### src/rtl/field_select_rise_detect.sv
// Single-bit rising-edge detector: registers the previous level and flags a low-to-high step.
module rise_detect (
    input  logic clk,
    input  logic reset,
    input  logic level_i,
    output logic rise_o
);

    logic prev_q;

    // Previous-level register, sampled every cycle
    always_ff @(posedge clk or posedge reset) begin
        if (reset) begin
            prev_q <= 1'b0;
        end else begin
            prev_q <= level_i;
        end
    end

    assign rise_o = level_i & ~prev_q;

endmodule

### src/rtl/field_select.sv
// Edit-field selector for the alarm clock set path: steps the selected display field on
// button edges and generates the blink phase that flashes it.
module field_select #(
    parameter  int NUM_FIELDS  = 2,
    parameter  int RESET_FIELD = 1,
    parameter  int WRAP        = 1,
    parameter  int BLINK_DIV   = 25000000,
    localparam int IDX_W       = $clog2(NUM_FIELDS)
) (
    input  logic                  clk,
    input  logic                  reset,
    input  logic                  editMode,
    input  logic                  moveLeft,
    input  logic                  moveRight,
    output logic [IDX_W-1:0]      selected,
    output logic [NUM_FIELDS-1:0] selectedOneHot,
    output logic                  blinkOn,
    output logic                  fieldChanged
);

    localparam int CNT_W = (BLINK_DIV > 1) ? $clog2(BLINK_DIV) : 1;
    localparam logic [IDX_W-1:0]      LAST_IDX     = IDX_W'(NUM_FIELDS - 1);
    localparam logic [IDX_W-1:0]      RESET_IDX    = IDX_W'(RESET_FIELD);
    localparam logic [NUM_FIELDS-1:0] RESET_ONEHOT = NUM_FIELDS'(1) << RESET_FIELD;
    localparam logic [CNT_W-1:0]      CNT_LAST     = CNT_W'(BLINK_DIV - 1);

    logic rise_l_s;
    logic rise_r_s;
    logic rise_e_s;

    logic [IDX_W-1:0]      sel_q,     sel_d;
    logic [NUM_FIELDS-1:0] onehot_q,  onehot_d;
    logic [CNT_W-1:0]      cnt_q,     cnt_d;
    logic                  blink_q,   blink_d;
    logic                  changed_q, changed_d;
    logic [IDX_W-1:0]      move_idx_s;

    rise_detect u_rise_left  (.clk(clk), .reset(reset), .level_i(moveLeft),  .rise_o(rise_l_s));
    rise_detect u_rise_right (.clk(clk), .reset(reset), .level_i(moveRight), .rise_o(rise_r_s));
    rise_detect u_rise_edit  (.clk(clk), .reset(reset), .level_i(editMode),  .rise_o(rise_e_s));

    // Candidate index from the button edges; simultaneous edges cancel out
    always_comb begin
        move_idx_s = sel_q;
        if (rise_l_s && !rise_r_s) begin
            if (sel_q == LAST_IDX) begin
                move_idx_s = (WRAP != 0) ? {IDX_W{1'b0}} : sel_q;
            end else begin
                move_idx_s = sel_q + IDX_W'(1);
            end
        end else if (rise_r_s && !rise_l_s) begin
            if (sel_q == {IDX_W{1'b0}}) begin
                move_idx_s = (WRAP != 0) ? LAST_IDX : sel_q;
            end else begin
                move_idx_s = sel_q - IDX_W'(1);
            end
        end else begin
            move_idx_s = sel_q;
        end
    end

    // Next-state: edit entry wins over moves; a real change restarts the blink phase visible
    always_comb begin
        sel_d     = sel_q;
        cnt_d     = cnt_q;
        blink_d   = blink_q;
        changed_d = 1'b0;
        onehot_d  = {NUM_FIELDS{1'b0}};
        if (rise_e_s) begin
            sel_d   = RESET_IDX;
            cnt_d   = {CNT_W{1'b0}};
            blink_d = 1'b1;
        end else if (!editMode) begin
            cnt_d   = {CNT_W{1'b0}};
            blink_d = 1'b1;
        end else if (move_idx_s != sel_q) begin
            sel_d     = move_idx_s;
            cnt_d     = {CNT_W{1'b0}};
            blink_d   = 1'b1;
            changed_d = 1'b1;
        end else if (cnt_q == CNT_LAST) begin
            cnt_d   = {CNT_W{1'b0}};
            blink_d = ~blink_q;
        end else begin
            cnt_d = cnt_q + CNT_W'(1);
        end
        for (int i = 0; i < NUM_FIELDS; i++) begin
            onehot_d[i] = (sel_d == IDX_W'(i));
        end
    end

    // State and output registers
    always_ff @(posedge clk or posedge reset) begin
        if (reset) begin
            sel_q     <= RESET_IDX;
            onehot_q  <= RESET_ONEHOT;
            cnt_q     <= {CNT_W{1'b0}};
            blink_q   <= 1'b1;
            changed_q <= 1'b0;
        end else begin
            sel_q     <= sel_d;
            onehot_q  <= onehot_d;
            cnt_q     <= cnt_d;
            blink_q   <= blink_d;
            changed_q <= changed_d;
        end
    end

    assign selected       = sel_q;
    assign selectedOneHot = onehot_q;
    assign blinkOn        = blink_q;
    assign fieldChanged   = changed_q;

endmodule

### config.mk
export PLATFORM = sky130hd
export DESIGN_NAME = field_select
export DESIGN_NICKNAME = d
export VERILOG_FILES = /design/src/rtl/field_select_rise_detect.sv /design/src/rtl/field_select.sv
export SDC_FILE = /design/constraint.sdc
export NUM_CORES = 1
export LEC_CHECK = 0
export CAP_MARGIN = 10
export CORE_ASPECT_RATIO = 0.6
export CORE_MARGIN = 2
export CORE_UTILIZATION = 40
export CTS_CLUSTER_SIZE = 28
export DETAILED_ROUTE_END_ITERATION = 10
export DONT_BUFFER_PORTS = 1
export PLACE_DENSITY_LB_ADDON = 0.1
export RECOVER_POWER = 50
export SLEW_MARGIN = 0
export SYNTH_ARGS = -nofsm -noshare
export SYNTH_HDL_FRONTEND = slang
export SYNTH_SLANG_ARGS = --single-unit
### constraint.sdc
create_clock -name clk -period 5 [get_ports clk]
set_input_delay 1.5 -clock clk [delete_from_list [all_inputs] [get_ports clk]]
set_output_delay 1.5 -clock clk [all_outputs]
set_load 0.02 [all_outputs]
**Word-level counts from Yosys, hierarchy flattened**

Cells that the tools add are included.

- Add/sub/neg operators: 3
- Multiply operators: 0
- Divide/modulo/power cells: 0
- $lt $le $gt $ge: 0
- Equal/unequal tests: 3
- Shift-type cells: 0
- Multiplexer cells: 18
- Bitwise logic cells: 8
- Reduce and logical (&&, ||, !) cells: 4

Operators with widths:

| operator | number |
|---|---|
| 25-bit two-way mux | 4 |
| 25-bit by 1-bit adder with 25-bit output, second input constant | 1 |
| 25-bit equality test, second input constant | 1 |
| 1-bit two-way mux | 14 |
| 1-bit NOT | 5 |
| 4-bit by 1-bit != test with 1-bit output, second input constant | 1 |
| 1-bit AND | 3 |
| 1-bit logical AND | 2 |
| 1-bit zero test | 2 |
| 1-bit adder, second input constant | 1 |
| 1-bit != test | 1 |
| 1-bit subtractor, second input constant | 1 |

- Flip-flop bits (word level): 33
- Latch bits: 0
- Bits in writable memories: 0
- Memory bits (read-only): 0
- Input bits: 5
- Output and inout port bits: 5
- Logic and storage cells: 44
- Memories: 0

**Longest topological paths before layout**

Gate-level depths: netlist of the first run.

- Depth after elaboration: 11
- Gate-level depth with buffers: 7
- Mapped depth without buffers: 5

**Hierarchy**

A second synthesis of the first run with hierarchy kept.

- Cell total of the unflattened synthesis: 160
- Area, all modules: 1,575.3 um2

Modules (own cells, without submodules):

| module | instances | cells an instance | area an instance (um2) | seq. area each (um2) |
|---|---|---|---|---|
| field_select | 1 | 151 | 1,447.6 | 728.2 |
| rise_detect | 3 | 3 | 42.5 | 25.0 |

**Least setup slack after synthesis of the first run**

Ideal clock, no wire load.

- Path type: input -> register
- Start point: input moveRight
- End point: register cnt_q[10]
- Library setup time: 0.086 ns
- Arrival time: 2.536 ns
- Data required time: 4.914 ns
- Setup slack: 2.378 ns
- Stages on the path: 6
- Buffers on the path: 2
- Cells stage by stage: nor2b_1 > xnor2_1 > or2_2 > buf_6 > clkbuf_1 > nor3_1

- Word-level cells in the longest chain between the ends: 8
- Elaborated cells between the ends (all ways): 10
- Classes of those cells: eq/ne (1); mux (5); bitwise (1); reduce/logical (3)

RTL lines:

| element | RTL line | text |
|---|---|---|
| start, declared | field_select.sv:14 | `input logic moveRight,` |
| 1-bit AND * | field_select_rise_detect.sv:20 | `assign rise_o = level_i & ~prev_q;` |
| 1-bit logical AND / 1-bit zero test (equally long branches) | field_select.sv:51, field_select.sv:45 |  |
| 1-bit two-way mux / 1-bit logical AND (equally long branches) | field_select.sv:51, field_select.sv:45 |  |
| 1-bit two-way mux * | field_select.sv:45 | `if (rise_l_s && !rise_r_s) begin` |
| 1-bit != test * | field_select.sv:76 | `end else if (move_idx_s != sel_q) begin` |
| 25-bit two-way mux * | field_select.sv:76 |  |
| 25-bit two-way mux * | field_select.sv:73 | `end else if (!editMode) begin` |
| 25-bit two-way mux * | field_select.sv:69 | `if (rise_e_s) begin` |
| net cnt_d[10] | field_select.sv:33 | `logic [CNT_W-1:0] cnt_q, cnt_d;` |
| end signal, assigned | field_select.sv:97 | `cnt_q <= {CNT_W{1'b0}};` |
| end signal, assigned | field_select.sv:103 | `cnt_q <= cnt_d;` |
| end, declared | field_select.sv:33 |  |

Mark *: on every way through the listed nets, which the timed path passes. The rest lies on a longest branch.
A chain may end at the register's enable or synchronous reset.

==> flow_summary_export.csv, run 1 <==
group,metric,value,unit
floorplanning,die_h,53.5,um
drt,vias,1229,
timing,relSlewSlack,-16.2,%
critical_path,path_cells,"inv_1, clkbuf_1",
final_layout,syn_to_final_growth,6.81,%
global_route,grt_pass1_vias,1105,
global_route,grt_pass1_wl,5.59,mm
critical_path,slowest_stage,"clkbuf_1",
critical_path,r2r_start,"cnt_q[0]",
final_layout,final_common_cell,"dfrtp_1",
final_layout,mostFrequentLayoutCells,"dfrtp_1, nor3_1, a211oi_1",
timing,fin_setup_tns,0,ps
pwr,finalPower,534,uW
timing,final.period_utilization,54.6,%
synthesis,synthCells,157,
drt,antenna_left,0,
final_layout,nets,163,
clock_tree,numCtsBuffers,5,
critical_path,crit_path_start_kind,"input port",
clock_tree,cts_setup_buffers,0,
clock_tree,htreeDepth,2,
timing,min_period,2730,ps
final_layout,final_cell_area,0.00175,mm2
clock_tree,path_clk_slew,70,ps
critical_path,path_max_fanout,32,
clock_tree,cts_tree,"built",
clock_tree,cts_hold_buffers,0,
floorplanning,dieArea,0.00463,mm2
final_layout,nFillCells,361,
drt,drt-initial-drc-count,116,
timing,fmax,367,MHz
floorplanning,ioPinCount,10,
timing,setup_viol,0,
timing,max_slew.worst_pin.slew,1740,ps
status,status,"finished with violations",
timing,skew,8.91,ps
final_layout,utilization,46.1,%
timing,hold_viol_final,0,
final_layout,layout-drive-gt1-share,12.7,%
clock_tree,cts_resized,0,
critical_path,path_class,"in2async",
placement,place_area,0.00164,mm2
pwr,pwr-share-seq,51.1,%
pwr,p_per_area,306,mW/mm2
final_layout,antenna_cells,0,
critical_path,cp_slowest_stage_delay,1240,ps
status,violations,"capacitance limit, slew limit",
synthesis,ys_types,38,
final_layout,seqCellArea,803,um2
critical_path,critPathTopFamily,"buffers and inverters",
drt,drc_errors,0,
drt,first_pass_iters,4,
critical_path,critPathBufInv,2,
drt,routed_wl,3.33,mm
critical_path,critPathLaunch,"reset",
global_route,grt.total_usage,16.6,%
synthesis,yosysWarnings,0,
run,maxCapViolCount,1,
drt,routed_via_density,6.00,
floorplanning,core-area,0.00379,mm2
pwr,pwr-share-clk,45.9,%
pwr,comb_power_share,3.0,%
pwr,ir_drop,0.133,mV
clock_tree,clk-insertion-delay-late,280,ps
synthesis,ys_ff_latch,32,
clock_tree,numClockSinks,32,
synthesis,syn-cell-area,0.00164,mm2
critical_path,critPathArrivalTime,2790,ps
pwr,p_leak,0.000641,uW
synthesis,synth_area_per_cell,10.4,um2
placement,place_ws,2170,ps
placement,portBuffers,0,
drt,wl_per_cell,16.3,um
pwr,switching_share,21.9,%
global_route,grt_antenna_before_repair,0,
timing,rsz0062_at_grt,"false",
clock_tree,clock_path_buffers,2,
global_route,grt_max_degree,33,
global_route,gr-total-overflow,0,
synthesis,ys_seq_area_share,49.1,%
final_layout,multi_input_area,751,um2
placement,gp_congestion,0.786,
critical_path,worstPathRequired,5060,ps
floorplanning,start_util,43.2,%
critical_path,cp-end-kind,"asynchronous set/reset pin",
synthesis,syn_nets,163,
clock_tree,root_buffer,"clkbuf_8",
placement,detailed_place_hpwl,2.19,mm
hold_path,worstHoldStart,"cnt_q[0]",
pwr,power_switching,117,uW
floorplanning,fp.dieW,86.5,um
pwr,intPower,417,uW
timing,worst_slack,2270,ps
floorplanning,rows,17,
timing,drv_slew,33,
hold_path,hp-class,"reg2reg",
==> registers in the layout, summed over array words and instances (netlist names) <==
register             flops
cnt_q                   25
selectedOneHot           2
blinkOn                  1
fieldChanged             1
u_rise_edit.prev_q       1
u_rise_left.prev_q       1
u_rise_right.prev_q      1
==> cells in the mapped netlist (all sizes together) <==
cell type  number  share of area, %
and3            4               1.6
nand3b          1              0.46
ha              1              0.76
buf             6               3.3
and4            3               1.6
mux2            1              0.69
xor2            5               2.7
dfrtp          30                46
nand3           9               2.8
nor2            2              0.46
or2             1              0.38
or4             5               2.3
inv             4              0.92
o21ai           9               2.8
nor4b           1              0.54
nor4            2              0.76
xnor2           7               3.7
mux2i           1              0.61
nor2b           2              0.76
nand2b          1              0.38
o31ai           4               1.8
clkbuf          3              0.76
a211oi         12               6.1
nand4           8               3.4
nor3b           1              0.46
dfstp           2               3.2
nand2           7               1.6
nor3           14               4.6
or3            10               4.1
o31a            1              0.54
==> per-stage QoR <==
stage	instances	hold WS, ps
global route	205	569
global placement	197	507
detailed placement	197	508
CTS	205	520
floorplan	157	482
finish	205	520
==> worst paths after layout <==
| kind | endpoint | depth (start not counted) | slack (ps) |
|---|---|---|---|
| max reg2reg | cnt_q[24] | 5 | 2680 |
| max in group clk | blinkOn | 4 | 2470 |
| min | cnt_q[0] | 1 | 520 |
| min in group asynchronous | cnt_q[13] | 2 | 1710 |
| min reg2reg | cnt_q[0] | 1 | 520 |
| max | cnt_q[6] | 2 | 2270 |
==> cell type report <==
cell class	count	area share, %
Sequential cell	32	46.0
Multi-Input combinational cell	112	43.0
Clock buffer	6	4.15
Tap cell	47	3.37
Clock inverter	2	2.01
Inverter	4	0.860
Timing Repair Buffer	2	0.645
==> layer usage <==
| metal | global-route usage [%] | up-vias | wire (um) |
|---|---|---|---|
| met1 | 24.3 | 611 | 1780 |
| met2 | 22.4 | 29 | 1330 |
| met3 | 4.84 | 4 | 172 |
| met5 | 0 | - | 0 |
| li1 | - | 585 | - |
| met4 | 7.81 | 0 | 46 |
==> cell families after synthesis <==
family | after synthesis | share of synthesized area (%)
buffers and inverters | 13 | 4.97
flip-flops | 32 | 49.1
adder cells (fa/ha/maj) | 1 | 0.765
AND/OR/NAND/NOR | 71 | 26.2
XOR/XNOR | 12 | 6.43
multiplexers | 2 | 1.30
AO/OA/AOI/OAI | 26 | 11.2
==> power by group through the flow <==
stage	clock network (uW)	registers, uW	logic [uW]
floorplan	0	275	18.0
global placement	0	278	16.6
detailed placement	0	278	17.1
CTS	250	273	17.1
global route	265	273	18.6
finish	245	273	16.2
Note: power is estimated with default switching activity, not from simulation.
==> run 2: changes to the inputs <==
clock period = 2.7 ns   (was 5 ns; I/O delays follow)
==> flow_summary_export.csv, run 2 (synthesis results as in run 1) <==
group,metric,value,unit
timing,fmax,426,MHz
final_layout,nets,163,
global_route,grt.total_usage,16.1,%
pwr,finalPower,921,uW
final_layout,largest_register_ffs,25,
timing,fin_setup_tns,0,ps
clock_tree,clk-insertion-delay-late,280,ps
clock_tree,htreeDepth,2,
critical_path,path_cells,"ha_1, and3_1, nand4_1, or4_1, a211oi_2",
drt,routed_wl,3.32,mm
clock_tree,root_buffer,"clkbuf_8",
floorplanning,core-area,0.00379,mm2
critical_path,crit_path_start_kind,"register",
placement,place_ws,381,ps
hold_path,hp-class,"reg2reg",
critical_path,path_class,"reg2reg",
drt,vias,1216,
final_layout,antenna_cells,0,
clock_tree,cts_hold_buffers,0,
drt,routed_via_density,5.93,
critical_path,critPathArrivalTime,2550,ps
critical_path,cp_slowest_stage_delay,660,ps
global_route,gr-total-overflow,0,
floorplanning,dieArea,0.00463,mm2
final_layout,top_register,"cnt_q",
placement,portBuffers,0,
global_route,grt_pass1_vias,1153,
placement,gp_congestion,0.773,
clock_tree,cts_tree,"built",
drt,drc_errors,0,
final_layout,utilization,45.7,%
placement,dp_cells,197,
timing,rsz0062_at_grt,"false",
critical_path,slowest_stage,"or4_1",
timing,setup_viol,0,
critical_path,worstPathRequired,2900,ps
run,maxCapViolCount,1,
pwr,ir_drop,0.274,mV
clock_tree,cts_resized,0,
floorplanning,die_h,53.5,um
timing,hold_viol_final,0,
global_route,grt_pass1_wl,5.58,mm
final_layout,nFillCells,360,
drt,antenna_left,0,
timing,min_period,2350,ps
timing,max_slew.worst_pin.slew,1720,ps
final_layout,layout-drive-gt1-share,13.3,%
critical_path,cp-end-kind,"register",
final_layout,final_common_cell,"dfrtp_1",
pwr,p_leak,0.000637,uW
placement,detailed_place_hpwl,2.27,mm
final_layout,seqCellArea,803,um2
drt,first_pass_iters,4,
status,violations,"capacitance limit, slew limit",
global_route,grt_antenna_before_repair,0,
final_layout,mostFrequentLayoutCells,"dfrtp_1, nor3_1, a211oi_1",
timing,worst_slack,352,ps
clock_tree,numClockSinks,32,
floorplanning,start_util,43.2,%
timing,relSlewSlack,-14.8,%
timing,drv_slew,33,
timing,final.period_utilization,87.0,%
critical_path,path_max_fanout,13,
clock_tree,numCtsBuffers,5,
clock_tree,path_clk_slew,70,ps
floorplanning,rows,17,
clock_tree,cts_setup_buffers,0,
clock_tree,clock_path_buffers,2,
final_layout,layoutNonFillerInstCount,205,
status,status,"finished with violations",
timing,skew,4.92,ps
final_layout,multi_input_area,751,um2
final_layout,syn_to_final_growth,5.89,%
pwr,p_per_area,532,mW/mm2
drt,wl_per_cell,16.2,um
global_route,grt_max_degree,33,
floorplanning,ioPinCount,10,
drt,drt-initial-drc-count,103,
floorplanning,fp.dieW,86.5,um
==> run 2: routing by layer <==
| layer | vias up | GRT usage (%) | part of all wire, % |
|---|---|---|---|
| met1 | 597 | 23.3 | 52 |
| met2 | 25 | 22.8 | 41 |
| li1 | 589 | - | - |
| met4 | 0 | 5.47 | 0.66 |
| met5 | - | 0 | 0 |
| met3 | 5 | 4.99 | 5.7 |
==> run 2: report_power, final <==
part / total, uW / internal (uW) / leakage, uW / switching [uW]
combinational: 29.4 / 8.59 / 0.000154 / 20.8
clock: 387 / 203 / 0.0000510 / 183
sequential: 505 / 490 / 0.000431 / 15.1
==> run 2: stage by stage <==
stage | hold WS [ps] | area, um2
global route | 537 | 1730
finish | 524 | 1730
global placement | 494 | 1640
CTS | 513 | 1740
detailed placement | 511 | 1640
floorplan | 482 | 1640
==> run 2: critical path, delay by kind of cell, from the launching register on <==
kind / cells / cell delay, ps
AND/OR/NAND/NOR: 3 / 1430
AO/OA/AOI/OAI: 1 / 230
adder cells (fa/ha/maj): 1 / 190
flip-flops: 1 / 410
==> run 2: cell type report <==
class	count	area share [%]
repair buffers	2	0.650
flip-flops and latches	32	46.4
well taps	47	3.40
clock inverters	2	0.578
clock buffers	6	4.77
inverters	4	0.867
multi-input cells	112	43.4
==> run 2: final timing paths <==
path / start / endpoint / slack (ps) / depth (start not counted)
max reg2reg: cnt_q[0] / cnt_q[24] / 350 / 5
min reg2reg: cnt_q[0] / cnt_q[0] / 520 / 1
min in group asynchronous: reset / u_rise_right.prev_q / 1020 / 2
max: cnt_q[0] / cnt_q[24] / 350 / 5
min: cnt_q[0] / cnt_q[0] / 520 / 1
max in group asynchronous: reset / cnt_q[16] / 680 / 2
